===== config.mk =====
export PLATFORM = sky130hd
export DESIGN_NAME = spi_reg_sender_flat
export DESIGN_NICKNAME = d
export VERILOG_FILES = /design/src/rtl/spi_reg_sender_if.sv /design/src/rtl/spi_reg_sender.sv /design/src/flat_wrapper.sv
export SDC_FILE = /design/constraint.sdc
export NUM_CORES = 1
export LEC_CHECK = 0
export BUFFER_PORTS_ARGS = -buffer_cell sky130_fd_sc_hd__buf_2
export CAP_MARGIN = 20
export CORE_MARGIN = 10
export CORE_UTILIZATION = 54
export DETAILED_ROUTE_END_ITERATION = 12
export GPL_ROUTABILITY_DRIVEN = 1
export HOLD_SLACK_MARGIN = 0.05
export PLACE_DENSITY = 0.75
export SLEW_MARGIN = 0
export SYNTH_ARGS = -nofsm -noshare
export SYNTH_HDL_FRONTEND = slang
export SYNTH_SLANG_ARGS = --single-unit
export TNS_END_PERCENT = 20

===== constraint.sdc =====
create_clock -name i_clk -period 2.39 [get_ports i_clk]
set_input_delay 0 -clock i_clk [delete_from_list [all_inputs] [get_ports i_clk]]
set_output_delay 0 -clock i_clk [all_outputs]
set_load 0.005 [all_outputs]

===== src/rtl/spi_reg_sender_if.sv =====
// rtl/spi_reg_sender_if.sv - frame request handshake and SPI pin bundle for spi_reg_sender
//
// Groups the frame request side (i_valid/o_ready/i_data/i_len) together with
// the SPI pins and the status flags.
//   master : the requester (drives i_valid/i_data/i_len, watches everything else)
//   slave  : spi_reg_sender itself
// Members:
//   i_valid  frame request
//   o_ready  sender idle, request accepted when i_valid && o_ready
//   i_data   right-aligned payload, MAX_BITS wide
//   i_len    number of bits to send, LEN_W wide
//   o_csb    SPI chip select, active-low
//   o_sclk   SPI clock, idle low
//   o_mosi   SPI data
//   o_busy   frame in progress
//   o_done   one-cycle end-of-frame pulse
interface spi_reg_sender_if #(
  parameter int MAX_BITS = 32,
  parameter int LEN_W    = $clog2(MAX_BITS + 1)
);
  logic                i_valid;
  logic                o_ready;
  logic [MAX_BITS-1:0] i_data;
  logic [LEN_W-1:0]    i_len;
  logic                o_csb;
  logic                o_sclk;
  logic                o_mosi;
  logic                o_busy;
  logic                o_done;

  modport master (
    output i_valid, i_data, i_len,
    input  o_ready, o_csb, o_sclk, o_mosi, o_busy, o_done
  );

  modport slave (
    input  i_valid, i_data, i_len,
    output o_ready, o_csb, o_sclk, o_mosi, o_busy, o_done
  );
endinterface


===== src/rtl/spi_reg_sender.sv =====
// rtl/spi_reg_sender.sv - SPI mode-0 frame transmitter for loading raybox registers
//
// Accepts one right-aligned frame (data + bit count) at a time and shifts it
// out MSB-first on csb/sclk/mosi with an SCLK half-period of HALF clocks.
// Ports:
//   i_clk      system clock, rising edge
//   i_reset_n  asynchronous active-low reset
//   bus        spi_reg_sender_if.slave: request handshake, SPI pins, busy/done
// All SPI pins and status flags are registers; o_ready decodes the state register.
module spi_reg_sender #(
  parameter int MAX_BITS = 32,
  parameter int HALF     = 2,
  parameter int LEN_W    = $clog2(MAX_BITS + 1)
) (
  input logic             i_clk,
  input logic             i_reset_n,
  spi_reg_sender_if.slave bus
);

  localparam int               CW      = $clog2(HALF + 1);
  localparam logic [CW-1:0]    HALF_M1 = CW'(HALF - 1);
  localparam logic [LEN_W-1:0] MAX_LEN = LEN_W'(MAX_BITS);

  typedef enum logic [2:0] {
    S_IDLE,
    S_SETUP,
    S_HIGH,
    S_LOW,
    S_HOLD,
    S_GAP
  } state_t;

  state_t              state;
  logic [CW-1:0]       hcnt;
  logic [LEN_W-1:0]    bcnt;
  logic [MAX_BITS-1:0] shreg;
  logic                csb_q;
  logic                sclk_q;
  logic                mosi_q;
  logic                busy_q;
  logic                done_q;

  logic [LEN_W-1:0]    len_eff;
  logic [MAX_BITS-1:0] aligned;

  // Oversized lengths are clamped; the payload is then left-justified so the
  // first bit to send always sits at the top of the shift register.
  assign len_eff = (bus.i_len > MAX_LEN) ? MAX_LEN : bus.i_len;
  assign aligned = bus.i_data << (MAX_LEN - len_eff);

  always_ff @(posedge i_clk or negedge i_reset_n) begin
    if (!i_reset_n) begin
      state  <= S_IDLE;
      hcnt   <= '0;
      bcnt   <= '0;
      shreg  <= '0;
      csb_q  <= 1'b1;
      sclk_q <= 1'b0;
      mosi_q <= 1'b0;
      busy_q <= 1'b0;
      done_q <= 1'b0;
    end else begin
      done_q <= 1'b0;
      case (state)
        S_IDLE: begin
          if (bus.i_valid) begin
            busy_q <= 1'b1;
            hcnt   <= HALF_M1;
            if (len_eff == '0) begin
              // Empty frame: keep the bus idle but still run the gap so the
              // caller gets its done pulse with normal timing.
              state <= S_GAP;
            end else begin
              state  <= S_SETUP;
              csb_q  <= 1'b0;
              shreg  <= aligned;
              bcnt   <= len_eff;
              mosi_q <= aligned[MAX_BITS-1];
            end
          end
        end

        default: begin
          if (hcnt != '0) begin
            hcnt <= hcnt - CW'(1);
          end else begin
            // Every state lasts HALF cycles, so the counter reloads on each entry.
            hcnt <= HALF_M1;
            case (state)
              S_SETUP: begin
                state  <= S_HIGH;
                sclk_q <= 1'b1;
              end
              S_HIGH: begin
                bcnt   <= bcnt - LEN_W'(1);
                sclk_q <= 1'b0;
                if (bcnt == LEN_W'(1)) begin
                  // Last bit already sampled; mosi keeps it through HOLD.
                  state <= S_HOLD;
                end else begin
                  // Next bit goes out on the same edge sclk falls.
                  state  <= S_LOW;
                  shreg  <= shreg << 1;
                  mosi_q <= shreg[MAX_BITS-2];
                end
              end
              S_LOW: begin
                state  <= S_HIGH;
                sclk_q <= 1'b1;
              end
              S_HOLD: begin
                state  <= S_GAP;
                csb_q  <= 1'b1;
                mosi_q <= 1'b0;
              end
              S_GAP: begin
                state  <= S_IDLE;
                busy_q <= 1'b0;
                done_q <= 1'b1;
                shreg  <= '0;
                bcnt   <= '0;
              end
              default: begin
                // Unused encodings fall back to a clean idle bus.
                state  <= S_IDLE;
                csb_q  <= 1'b1;
                sclk_q <= 1'b0;
                mosi_q <= 1'b0;
                busy_q <= 1'b0;
              end
            endcase
          end
        end
      endcase
    end
  end

  assign bus.o_ready = (state == S_IDLE);
  assign bus.o_csb   = csb_q;
  assign bus.o_sclk  = sclk_q;
  assign bus.o_mosi  = mosi_q;
  assign bus.o_busy  = busy_q;
  assign bus.o_done  = done_q;

endmodule


===== src/flat_wrapper.sv =====
// flat-port wrapper written by rule: the top's interface ports become plain ports
module spi_reg_sender_flat 
#(
  parameter int MAX_BITS = 32,
  parameter int HALF     = 2,
  parameter int LEN_W    = $clog2(MAX_BITS + 1)
)
  (i_clk, i_reset_n, bus_i_valid, bus_i_data, bus_i_len, bus_o_ready, bus_o_csb, bus_o_sclk, bus_o_mosi, bus_o_busy, bus_o_done);
  spi_reg_sender_if #(.MAX_BITS(MAX_BITS), .LEN_W(LEN_W)) bus_i ();
  input logic i_clk;
  input logic i_reset_n;
  input wire logic [$bits(bus_i.i_valid)-1:0] bus_i_valid;
  input wire logic [$bits(bus_i.i_data)-1:0] bus_i_data;
  input wire logic [$bits(bus_i.i_len)-1:0] bus_i_len;
  output wire logic [$bits(bus_i.o_ready)-1:0] bus_o_ready;
  output wire logic [$bits(bus_i.o_csb)-1:0] bus_o_csb;
  output wire logic [$bits(bus_i.o_sclk)-1:0] bus_o_sclk;
  output wire logic [$bits(bus_i.o_mosi)-1:0] bus_o_mosi;
  output wire logic [$bits(bus_i.o_busy)-1:0] bus_o_busy;
  output wire logic [$bits(bus_i.o_done)-1:0] bus_o_done;
  assign bus_i.i_valid = bus_i_valid;
  assign bus_i.i_data = bus_i_data;
  assign bus_i.i_len = bus_i_len;
  assign bus_o_ready = bus_i.o_ready;
  assign bus_o_csb = bus_i.o_csb;
  assign bus_o_sclk = bus_i.o_sclk;
  assign bus_o_mosi = bus_i.o_mosi;
  assign bus_o_busy = bus_i.o_busy;
  assign bus_o_done = bus_i.o_done;
  spi_reg_sender #(.MAX_BITS(MAX_BITS), .HALF(HALF), .LEN_W(LEN_W)) u_core (.i_clk(i_clk), .i_reset_n(i_reset_n), .bus(bus_i));
endmodule

After elaboration in Yosys (flattened, before gate mapping). Cells that the tools add are included.

Bits in registers: 47. Input bits: 41. Output and inout port bits: 6. Word-level logic and storage cells: 86.

Muxes and demuxes: 40. Shifts and indexed selects: 1. Bitwise logic cells: 3. Reductions and logical operators: 16. Add/subtract/negate cells: 3. Eq/ne operators: 13. Order comparisons: 1.

Operator list (number): 31-bit two-way mux (5); 31-bit one-hot mux with 2 select lines (1); 32-bit by 6-bit left shift with 32-bit output (1); 6-bit two-way mux (5); 1-bit two-way mux (17); 3-bit two-way mux (5); 6-bit one-hot mux with 2 select lines (1); 5-bit AND reduction (2); 3-bit one-hot mux with 3 select lines (1); 4-bit AND reduction (2); 4-bit OR reduction (2); 3-bit by 2-bit == test with 1-bit output, second input constant (2); 3-bit == test, second input constant (2); 6-bit by 1-bit == test with 1-bit output, second input constant (1); 6-bit greater-than comparator, second input constant (1); 6-bit zero test (1); 2-bit two-way mux (3); 2-bit by 1-bit inequality test with 1-bit output, second input constant (3); 2-bit inequality test, second input constant (3); 3-bit AND reduction (2); 6-bit by 1-bit subtractor with 6-bit output, second input constant (1); 6-bit subtractor, first input constant (1); 1-bit one-hot mux with 2 select lines (2); 2-bit OR reduction (2); 9 further kinds (11).

Logic depth before layout (Yosys ltp). Gate-level depths: netlist of run 1.

Word-level depth: 7. Depth in mapped cells: 15.

Worst setup path before layout of run 1. Ideal clock, no wire load.

Kind: input -> register. From: input bus_i_len[5]. To: register u_core.shreg[9]. Slack: -436 ps. Cell stages on the path: 13. Required time: 2264 ps. Arrival time: 2700 ps. Path through: buf_4 > nor2b_1 > buf_4 > inv_2 > clkbuf_1 > ha_1 > buf_2 > buf_6 > mux2_1 > mux4_2 > mux2_2 > a221oi_1 > nor2_1.

Longest elaborated chain between the ends: 7. Elaborated cells between the ends (all ways): 10.

Ends and longest elaborated chain: from (decl) (RTL line flat_wrapper.sv:14) `input wire logic [$bits(bus_i.i_len)-1:0] bus_i_len;`; 6-bit greater-than comparator (RTL line spi_reg_sender.sv:48) `assign len_eff = (bus.i_len > MAX_LEN) ? MAX_LEN : bus.i_len;`; 6-bit two-way mux (*) (RTL line spi_reg_sender.sv:48); 6-bit subtractor (RTL line spi_reg_sender.sv:49) `assign aligned = bus.i_data << (MAX_LEN - len_eff);`; 32-bit by 6-bit left shift with 32-bit output (RTL line spi_reg_sender.sv:49); 31-bit two-way mux (RTL line spi_reg_sender.sv:69) `if (len_eff == '0) begin`; 31-bit two-way mux (RTL line spi_reg_sender.sv:66) `if (bus.i_valid) begin`; 31-bit two-way mux (RTL line spi_reg_sender.sv:64) `case (state)`; to (signal assigned) (RTL line spi_reg_sender.sv:76) `shreg <= aligned;`; to (signal assigned) (RTL line spi_reg_sender.sv:103) `shreg <= shreg << 1;`; to (decl) (RTL line spi_reg_sender.sv:36) `logic [MAX_BITS-1:0] shreg;`.

Mark *: on every way between the ends. The rest lies on a longest branch, timed or not. The select of a mux whose other input is x is not followed. A chain may end at the register's enable or synchronous reset.

Worst setup path after layout of run 1.
From: register u_core.state[1]. To: register u_core.shreg[23].

Longest elaborated chain between the ends: 4. Elaborated cells between the ends (all ways): 12.

Ends and longest elaborated chain: from (decl) (RTL line spi_reg_sender.sv:33) `state_t state;`; from (signal assigned) (RTL line spi_reg_sender.sv:53) `state <= S_IDLE;`; from (signal assigned) (RTL line spi_reg_sender.sv:72) `state <= S_GAP;`; from (signal assigned) (RTL line spi_reg_sender.sv:74) `state <= S_SETUP;`; 3-bit == test or 3-bit by 2-bit == test with 1-bit output (tied branches) (RTL line spi_reg_sender.sv:89) `case (state)`; 31-bit one-hot mux with 2 select lines (RTL line spi_reg_sender.sv:89); 31-bit two-way mux (RTL line spi_reg_sender.sv:84) `if (hcnt != '0) begin`; 31-bit two-way mux (RTL line spi_reg_sender.sv:64).

Several ways; a longest one is shown, not always the timed one. The select of a mux whose other input is x is not followed.

==> results of run 1 <==
[placed cells by master, fill, tap and decap left out, types with 4 or more instances in the layout]
cell type	Yosys	final
nor3_1	10	10
inv_1	15	15
o31ai_1	5	5
mux2_4	0	6
dlygate4sd3_1	0	4
clkbuf_8	0	5
mux2_2	7	5
a31oi_1	13	13
nor2_1	64	64
o211ai_1	12	12
dfrtp_1	46	46
nand2_1	52	52
o21ai_1	6	6
buf_12	0	4
a32oi_1	5	5
nand3_1	5	5
a211o_1	4	4
mux4_2	21	21
mux2i_1	21	21
a221oi_1	24	22
and2_1	4	4
nand2b_1	4	4
o21ai_0	21	21
buf_4	4	32
a211oi_1	11	11
buf_2	12	46
a21oi_1	32	31
[power groups by stage]
stage | sequential (mW) | combinational [mW] | clock (mW)
after floorplan | 1.34 | 1.91 | 0
after global placement | 1.42 | 2.55 | 0
after detailed placement | 1.43 | 2.61 | 0
after CTS | 1.41 | 2.62 | 0.503
after global routing | 1.46 | 2.93 | 0.536
final | 1.43 | 2.65 | 0.499
[timing repair]
action	CTS	global route
endpoints found under the hold margin	33	0
setup endpoints to repair	0	8
resized for setup	0	1
hold buffers	4	0
[routing by layer]
metal,up-vias,wire (µm),GRT usage (%)
met2,219,5510,33.2
met1,1954,5340,28.3
met3,25,802,2.99
li1,1917,-,-
met5,-,0,0
met4,0,292,8.21
[worst register-to-register path, cell delays in order (launching register included)]
cell,delay [ns]
dfrtp_1,0.48
buf_4,0.20
nor2b_1,0.18
nand3_1,0.13
o21ai_1,0.22
o221ai_2,0.19
buf_12,0.20
a211oi_1,0.36
a221oi_1,0.16
[cells by family after synthesis]
group                      Yosys count  synth area share [%]
AOI/OAI and AO/OA                  153                  25.2
xor gates and xnor gates             2                 0.788
adders and majority gates            3                 0.909
buffers and inverters               54                  6.18
DFF                                 47                  28.5
muxes                               57                  21.4
and+or+nand+nor                    159                  17.1
[how the worst max path moves through the flow]
stage,slack (ns),endpoint,startpoint,cells past startpoint
after global placement,0.06,u_core.bus.o_mosi$_DFFE_PN0P_,bus_i_len[5],10
final,0.13,u_core.shreg[23]$_DFFE_PN0P_,u_core.state[1]$_DFFE_PN0P_,8
after global routing,0.09,u_core.shreg[18]$_DFFE_PN0P_,bus_i_len[4],8
after CTS,0.16,u_core.shreg[30]$_DFFE_PN0P_,u_core.state[1]$_DFFE_PN0P_,6
after floorplan,-0.12,u_core.shreg[9]$_DFFE_PN0P_,bus_i_len[5],13
after detailed placement,-0.004,u_core.bus.o_mosi$_DFFE_PN0P_,bus_i_len[5],10
[per-stage QoR]
| step | util, % | setup slack (ns) |
|---|---|---|
| floorplan | - | -0.116 |
| global placement | 64.2 | 0.0554 |
| detailed placement | 64.2 | -0.00395 |
| CTS | 65.9 | 0.163 |
| global route | 66.0 | 0.0912 |
| finish | 66.0 | 0.132 |
[cell type report]
class / count / area [µm²] / share of cell area [%]
tap: 99 / 124 / 2.56
clock inverter: 3 / 20.0 / 0.414
timing repair buffer: 86 / 591 / 12.2
inverter: 16 / 67.6 / 1.40
sequential: 47 / 1180 / 24.3
clock buffer: 5 / 68.8 / 1.42
multi-input combinational: 374 / 2790 / 57.6
[cell usage after synthesis, types with 5 or more instances]
master and number:
mux4_2 21, nor3_1 10, a32oi_1 5, o21ai_1 6, inv_1 15, a31oi_1 13
mux2_1 6, mux2_2 7, dfrtp_1 46, o211ai_1 12, nand2_1 52, o21ai_0 21
o31ai_1 5, buf_2 12, a211oi_1 11, nand3_1 5, nor2_1 64, a21oi_1 32
clkbuf_1 15, mux2i_1 21, a221oi_1 24
[state kept, by name (all words and copies together), names as in the netlist]
name and count:
u_core.bcnt 6, u_core.bus.o_busy 1, u_core.bus.o_csb 1, u_core.bus.o_done 1, u_core.bus.o_mosi 1, u_core.bus.o_sclk 1
u_core.hcnt 2, u_core.shreg 31, u_core.state 3
==> results.yml, run 1 <==
setup_path:
  rr_startpoint: "u_core.state[1]$_DFFE_PN0P_"
  reg2reg_slack_ns: 0.13
  cp.required_ns: 2.56
  max_stage_delay_ns: 0.48
  r2r_cells: 8
  critPathCaptureType: "flop"
  critical_path_arrival_ns: 2.43
  cpMaxStageDelayCell: "dfrtp_1"
  path_class: "reg2reg"
  path_max_fanout: 29
  cp_cell_sequence: "buf_4, nor2b_1, nand3_1, o21ai_1, o221ai_2, buf_12, a211oi_1, a221oi_1"
  cpLargestDelayFamily: "compound AO/OA/AOI/OAI gates"
  worst-path-buf-inv: 2
  worst_setup_path_start_kind: "flop"
  reg2reg_to: "u_core.shreg[23]$_DFFE_PN0P_"
cts:
  cts.path.max_buffers: 2
  post_cts_buffers: 0
  insertion_delay_ns: 0.31
  cts_tree: "built"
  h-tree-depth: 2
  cts_inserted_buffers: 5
  cts_root_buf: "clkbuf_8"
  cts_num_sinks: 47
  clkSlewWorstSetupHoldPaths_ns: 0.09
global_routing:
  grt_usage_pct: 21.0
  grt_pass1_vias: 3954
  grt_max_degree: 41
  grt_pass1_wl_mm: 20.2
  overflow: 0
  antenna_found_initial: 0
floorplan:
  die_y_um: 107
  rows: 31
  start_util_pct: 56.4
  pin_count: 47
  dieArea_um2: 11500
  core_um2: 7330
  dieWidth_um: 107
power:
  vdd_drop_max_mv: 0.420
  seq_power_share_pct: 31.2
  cellPowerDensity_nw_per_um2: 946
  p_leak_nw: 1.99
  switching_power_mw: 2.06
  switching_share_pct: 45.0
  p_comb_share_pct: 57.9
  total_power_mw: 4.57
  p_clk_share_pct: 10.9
  p_int_mw: 2.52
sta:
  setup_viol: 0
  max_freq_ghz: 0.443
  holdWs_ns: 0.0691
  fin_skew_ns: 0.00589
  hold_viol_final: 0
  rsz0062_at_grt: "false"
  slew_viol_final: 0
  setup_tns_ns: 0
  worstMarginPinSlew_ns: 0.875
  max_slew_margin_pct: 41.1
  fin_crit_sh_pct: 94.5
  post-route-min-period_ns: 2.26
layout:
  nFillCells: 607
  final_cells: 630
  fin_nets: 574
  drive_gt1_share_pct: 26.0
  syn_to_final_growth_pct: 17.1
  diodes: 0
  final_cell_area_um2: 4840
synth:
  synth_edf_count: 0
  synth-seq-cells: 47
  syn_nets: 519
  syn_area_per_cell_um2: 8.70
  synthDistinctLibCells: 56
  async_reset_ff_share_pct: 100
  synth_flop_cell: "dfrtp_1"
  synth_warnings: 0
  synth_cells: 475
  syn_area_um2: 4130
  seq_area_frac_synth_pct: 28.5
  synthTopCellsByArea: "dfrtp_1 28%, mux4_2 11%, nor2_1 5.8%, mux2i_1 5.1%, a221oi_1 5.1%"
  yosys.area.top_type_share_pct: 27.9
  yosys.area.top_type: "dfrtp_1"
detailed_routing:
  postRouteAntennaNets: 0
  route.vias.total: 4115
  drt_iter0_drc: 526
  wl_per_cell_um: 19.0
  routed_wl_mm: 12.0
  drc: 0
  dr.pass1.iters: 5
  vias_per_cell: 6.53
place:
  dpl.cell_count: 618
  place_area_um2: 4700
  gp_congestion: 0.918
  portBuffers: 46
  post-dp-hpwl_mm: 9.15
min_path:
  min_path_cells: 3
  whs_endpoint: "u_core.bcnt[2]$_DFFE_PN0P_"
  worstHoldPathType: "in2reg"
  hp-start: "bus_i_len[2]"
run_status:
  status: "finished, final reports clean"
run:
  maxCapViolations: 0
Power figures use the tool's default switching activity.
==> run 2: changes to the inputs <==
--- a/config.mk
+++ b/config.mk
@@ -8,11 +8,12 @@
 export BUFFER_PORTS_ARGS = -buffer_cell sky130_fd_sc_hd__buf_2
 export CAP_MARGIN = 20
 export CORE_MARGIN = 10
-export CORE_UTILIZATION = 54
+export CORE_UTILIZATION = 55
 export DETAILED_ROUTE_END_ITERATION = 12
 export GPL_ROUTABILITY_DRIVEN = 1
 export HOLD_SLACK_MARGIN = 0.05
-export PLACE_DENSITY = 0.75
+export PLACE_DENSITY = 0.76
+export SETUP_SLACK_MARGIN = 0.15
 export SLEW_MARGIN = 0
 export SYNTH_ARGS = -nofsm -noshare
 export SYNTH_HDL_FRONTEND = slang
==> run 2 against run 1 <==
- clock skew is essentially flat
- sequential power barely moved
- maximum frequency is 6.9% higher
- largest cell class unchanged
- via count grew 1.7%
- combinational power increased by 2%
- sequential cell count stayed put
==> results.yml, run 2 (same netlist as run 1, synthesis figures left out) <==
run_status:
  status: "finished, final reports clean"
detailed_routing:
  vias_per_cell: 6.60
  wl_per_cell_um: 19.0
  dr.pass1.iters: 5
  routed_wl_mm: 12.1
  drt_iter0_drc: 504
  drc: 0
  route.vias.total: 4186
  postRouteAntennaNets: 0
floorplan:
  rows: 31
  dieWidth_um: 107
  pin_count: 47
  start_util_pct: 56.7
  die_y_um: 107
  dieArea_um2: 11400
  core_um2: 7290
cts:
  clkSlewWorstSetupHoldPaths_ns: 0.09
  h-tree-depth: 2
  cts_root_buf: "clkbuf_8"
  cts_tree: "built"
  cts_inserted_buffers: 5
  insertion_delay_ns: 0.30
  cts.path.max_buffers: 2
  cts_num_sinks: 47
min_path:
  worstHoldPathType: "in2reg"
setup_path:
  reg2reg_to: "u_core.shreg[22]$_DFFE_PN0P_"
  critPathCaptureType: "flop"
  worst-path-stages: 8
  critPathMostFrequentCell: "a221oi_1"
  cp_cell_sequence: "buf_4, nor2b_1, nor2_1, o21ai_1, o221ai_2, buf_12, a221oi_1, a221oi_1"
  max_stage_delay_ns: 0.46
  r2r_cells: 8
  critical_path_arrival_ns: 2.29
  path_max_fanout: 29
  startpoint: "u_core.state[1]$_DFFE_PN0P_"
  rr_startpoint: "u_core.state[1]$_DFFE_PN0P_"
  path_class: "reg2reg"
  worst-path-buf-inv: 2
  cpMaxStageDelayCell: "dfrtp_1"
  cpLargestDelayFamily: "compound AO/OA/AOI/OAI gates"
  crit_end: "u_core.shreg[22]$_DFFE_PN0P_"
  cp.required_ns: 2.56
  reg2reg_slack_ns: 0.28
  worst_setup_path_start_kind: "flop"
sta:
  hold_viol_final: 0
  max_freq_ghz: 0.474
  rsz0062_at_grt: "true"
  fin_skew_ns: 0.00588
  max_slew_margin_pct: 42.0
  post-route-min-period_ns: 2.11
  worstMarginPinSlew_ns: 0.863
  fin_crit_sh_pct: 88.4
  setup_viol: 0
  slew_viol_final: 0
global_routing:
  grtUsageMet3_pct: 3.53
  grtUsageMet1_pct: 27.6
  top_usage_layer: "met2"
  grt.met2_usage_pct: 33.2
  overflow: 0
  grt_max_degree: 48
  grt_pass1_wl_mm: 19.9
  antenna_found_initial: 0
  grt_usage_pct: 20.7
  grt_pass1_vias: 3932
layout:
  syn_to_final_growth_pct: 18.7
  layout_common_cells: "64 x nor2_1, 52 x nand2_1, 46 x buf_2, 46 x dfrtp_1, 35 x buf_4"
  layout_commonest_cell: "nor2_1"
  fin_nets: 578
  largest_register_ffs: 31
  diodes: 0
  reg_top3: "u_core.shreg (31), u_core.bcnt (6), u_core.state (3)"
  final_cells: 634
  drive_gt1_share_pct: 26.4
  top_register: "u_core.shreg"
place:
  gp_congestion: 0.956
  dpl.cell_count: 621
  post-dp-hpwl_mm: 9.12
  portBuffers: 46
run:
  maxCapViolations: 0
power:
  p_leak_nw: 2.03
  cellPowerDensity_nw_per_um2: 951
  vdd_drop_max_mv: 0.440
  total_power_mw: 4.67
run 2: worst register-to-register path, stage by stage (launching register included):
cell      delay [ns]
dfrtp_1         0.46
buf_4           0.19
nor2b_1         0.14
nor2_1          0.07
o21ai_1         0.35
o221ai_2        0.20
buf_12          0.20
a221oi_1        0.25
a221oi_1        0.13
run 2: repair_timing:
action	4_1_cts	5_1_grt
gates resized for setup	0	3
hold buffers	4	0
setup buffers	0	0
endpoints found under the setup margin	0	18
endpoints found under the hold margin	50	0
run 2: where the power goes:
group,total (mW),internal [mW],switching [mW]
combinational,2.71,1.20,1.50
sequential,1.42,1.16,0.267
clock,0.537,0.265,0.272
total,4.67,2.63,2.04
run 2: final cells by class:
class,instances,area (µm²)
clock buffers,8,100
fillers,618,2390
inverters,16,67.6
multi-input cells,374,2800
flip-flops and latches,47,1180
well taps,99,124
repair buffers,90,633
run 2: per-layer routing:
metal | up-vias | part of all wire [%] | wire length (µm)
li1 | 1921 | - | -
met1 | 2014 | 43 | 5200
met2 | 222 | 47 | 5690
met3 | 29 | 7.2 | 871
met4 | 0 | 2.4 | 295
met5 | - | 0 | 0
run 2: how the worst min path moves through the flow:
stage	slack, ns	start	endpoint	cells past startpoint
finish	0.08	bus_i_len[3]	u_core.bcnt[3]$_DFFE_PN0P_	3
global route	0.13	i_reset_n	u_core.hcnt[1]$_DFFE_PN0P_	2
CTS	0.07	bus_i_len[3]	u_core.bcnt[3]$_DFFE_PN0P_	3
detailed placement	0.25	i_reset_n	u_core.bus.o_done$_DFF_PN0_	1
global placement	0.24	i_reset_n	u_core.bus.o_sclk$_DFFE_PN0P_	1
floorplan	-0.30	i_reset_n	u_core.bcnt[0]$_DFFE_PN0P_	0
run 2: metrics by stage:
stage | hold WS (ns) | instance area [µm²] | utilization (%) | TNS [ns] | setup WS [ns]
after floorplan | -0.296 | 4230 | - | -0.246 | -0.116
after detailed placement | 0.246 | 4730 | 64.8 | 0 | 0.00909
final | 0.0817 | 4910 | 67.3 | 0 | 0.278
after global placement | 0.238 | 4730 | 64.8 | 0 | 0.0666
after global routing | 0.127 | 4910 | 67.3 | 0 | 0.146
after CTS | 0.0706 | 4870 | 66.7 | 0 | 0.252
==> run 3: changes to the inputs <==
--- a/config.mk
+++ b/config.mk
@@ -8,11 +8,10 @@
 export BUFFER_PORTS_ARGS = -buffer_cell sky130_fd_sc_hd__buf_2
 export CAP_MARGIN = 20
 export CORE_MARGIN = 10
-export CORE_UTILIZATION = 55
+export CORE_UTILIZATION = 45
 export DETAILED_ROUTE_END_ITERATION = 12
 export GPL_ROUTABILITY_DRIVEN = 1
 export HOLD_SLACK_MARGIN = 0.05
-export PLACE_DENSITY = 0.76
 export SETUP_SLACK_MARGIN = 0.15
 export SLEW_MARGIN = 0
 export SYNTH_ARGS = -nofsm -noshare
==> run 3 against run 2 <==
- combinational power down 4%
- clock power up 31%
- sequential power about the same
- sequential share of layout area about the same
- non-clock buffer count down 7
- critical path type unchanged
==> results.yml, run 3 (same netlist as run 1, synthesis figures left out) <==
place:
  place_ws_ns: -0.000510
  post-dp-hpwl_mm: 9.40
  gp_congestion: 0.887
  dpl.cell_count: 623
  portBuffers: 46
  place_area_um2: 4700
sta:
  fin_crit_sh_pct: 91.9
  hold_viol_final: 0
  setup_viol: 0
  worstMarginPinSlew_ns: 0.786
  setup_slack_ns: 0.193
  fin_skew_ns: 0.00955
  max_freq_ghz: 0.455
  post-route-min-period_ns: 2.20
  rsz0062_at_grt: "true"
  setup_tns_ns: 0
  max_slew_margin_pct: 47.1
  slew_viol_final: 0
  holdWs_ns: 0.0677
layout:
  reg_top3: "u_core.shreg (31), u_core.bcnt (6), u_core.state (3)"
  syn_to_final_growth_pct: 18.7
  diodes: 0
  drive_gt1_share_pct: 25.8
  top_register: "u_core.shreg"
  layout_commonest_cell: "nor2_1"
  final_util_pct: 55.4
  fin_nets: 571
  layout_common_cells: "64 x nor2_1, 52 x nand2_1, 46 x buf_2, 46 x dfrtp_1, 32 x a21oi_1"
  largest_register_ffs: 31
  final_cells: 636
  final_cell_area_um2: 4900
  nFillCells: 833
cts:
  clkSlewWorstSetupHoldPaths_ns: 0.09
  cts_tree: "built"
  cts_root_buf: "clkbuf_8"
  h-tree-depth: 2
  post_cts_buffers: 0
  cts_inserted_buffers: 5
  cts.path.max_buffers: 2
  insertion_delay_ns: 0.31
  cts_num_sinks: 47
setup_path:
  critical_path_arrival_ns: 2.40
  path_max_fanout: 29
  cp.required_ns: 2.59
  worst_setup_path_start_kind: "flop"
  path_class: "reg2reg"
  critPathCaptureType: "flop"
detailed_routing:
  wl_per_cell_um: 19.2
  met2_length_mm: 5.63
  highest_layer: "met4"
  route.vias.total: 4008
  dr.pass1.iters: 5
  drc: 0
  vias_per_cell: 6.30
  routed_wl_mm: 12.2
  met1_length_mm: 5.88
  drt_iter0_drc: 319
  postRouteAntennaNets: 0
  met3_length_um: 534
global_routing:
  grt_pass1_wl_mm: 20.1
  grt_pass1_vias: 3826
  grt_usage_pct: 18.3
  antenna_found_initial: 0
  overflow: 0
  grt_max_degree: 48
power:
  switching_power_mw: 2.03
  p_int_mw: 2.71
  p_comb_share_pct: 55.1
  seq_power_share_pct: 30.0
  total_power_mw: 4.74
  p_clk_share_pct: 14.9
  switching_share_pct: 42.9
  p_leak_nw: 2.01
  cellPowerDensity_nw_per_um2: 966
  vdd_drop_max_mv: 0.408
min_path:
  worstHoldPathType: "in2reg"
floorplan:
  die_y_um: 116
  dieWidth_um: 116
  start_util_pct: 46.7
  core_um2: 8850
  rows: 34
  dieArea_um2: 13400
  pin_count: 47
run_status:
  status: "finished, final reports clean"
run:
  maxCapViolations: 0
run 3: routing by layer:
metal	up-vias	global-route usage [%]
met3	14	2.27
met2	118	28.1
li1	1916	-
met1	1960	26.5
met5	-	0
met4	0	5.09
run 3: worst max-delay path: stages (launching register included):
cell	delay [ns]
dfrtp_1	0.45
nor4_1	0.44
nand3_1	0.25
o221ai_2	0.22
buf_4	0.35
a211oi_1	0.10
a221oi_1	0.29
run 3: power by group through the flow:
stage | registers (mW) | clock network, mW | logic (mW)
2_1_floorplan | 1.34 | 0 | 1.91
3_3_place_gp | 1.41 | 0 | 2.56
3_5_place_dp | 1.42 | 0 | 2.59
4_1_cts | 1.41 | 0.720 | 2.60
5_1_grt | 1.46 | 0.759 | 2.91
6_report | 1.42 | 0.705 | 2.61
run 3: path summary, 6_finish.rpt:
path                                                     end  slack [ns]                          from  depth (start not counted)
worst max-delay path            u_core.shreg[23]$_DFFE_PN0P_        0.19    u_core.bcnt[2]$_DFFE_PN0P_                          6
worst min-delay path              u_core.bcnt[2]$_DFFE_PN0P_        0.07                  bus_i_len[2]                          3
worst max register to register  u_core.shreg[23]$_DFFE_PN0P_        0.19    u_core.bcnt[2]$_DFFE_PN0P_                          6
worst min register to register  u_core.bus.o_csb$_DFFE_PN1P_        0.47  u_core.bus.o_csb$_DFFE_PN1P_                          2
max in group asynchronous       u_core.bus.o_csb$_DFFE_PN1P_        1.72                     i_reset_n                          3
min in group asynchronous        u_core.state[0]$_DFFE_PN0P_        0.12                     i_reset_n                          2
run 3: cell type report:
type	instances	area [µm²]	area share [%]
clock buffer	5	68.8	1.40
clock inverter	3	67.6	1.38
inverter	16	67.6	1.38
multi-input combinational	374	2800	57.0
sequential	47	1180	24.0
tap	108	135	2.76
timing repair buffer	83	593	12.1
run 3: what timing repair did:
action,CTS,global route
hold endpoints to repair,50,0
gates resized for setup,0,3
hold buffers,4,0
setup endpoints to repair,0,22
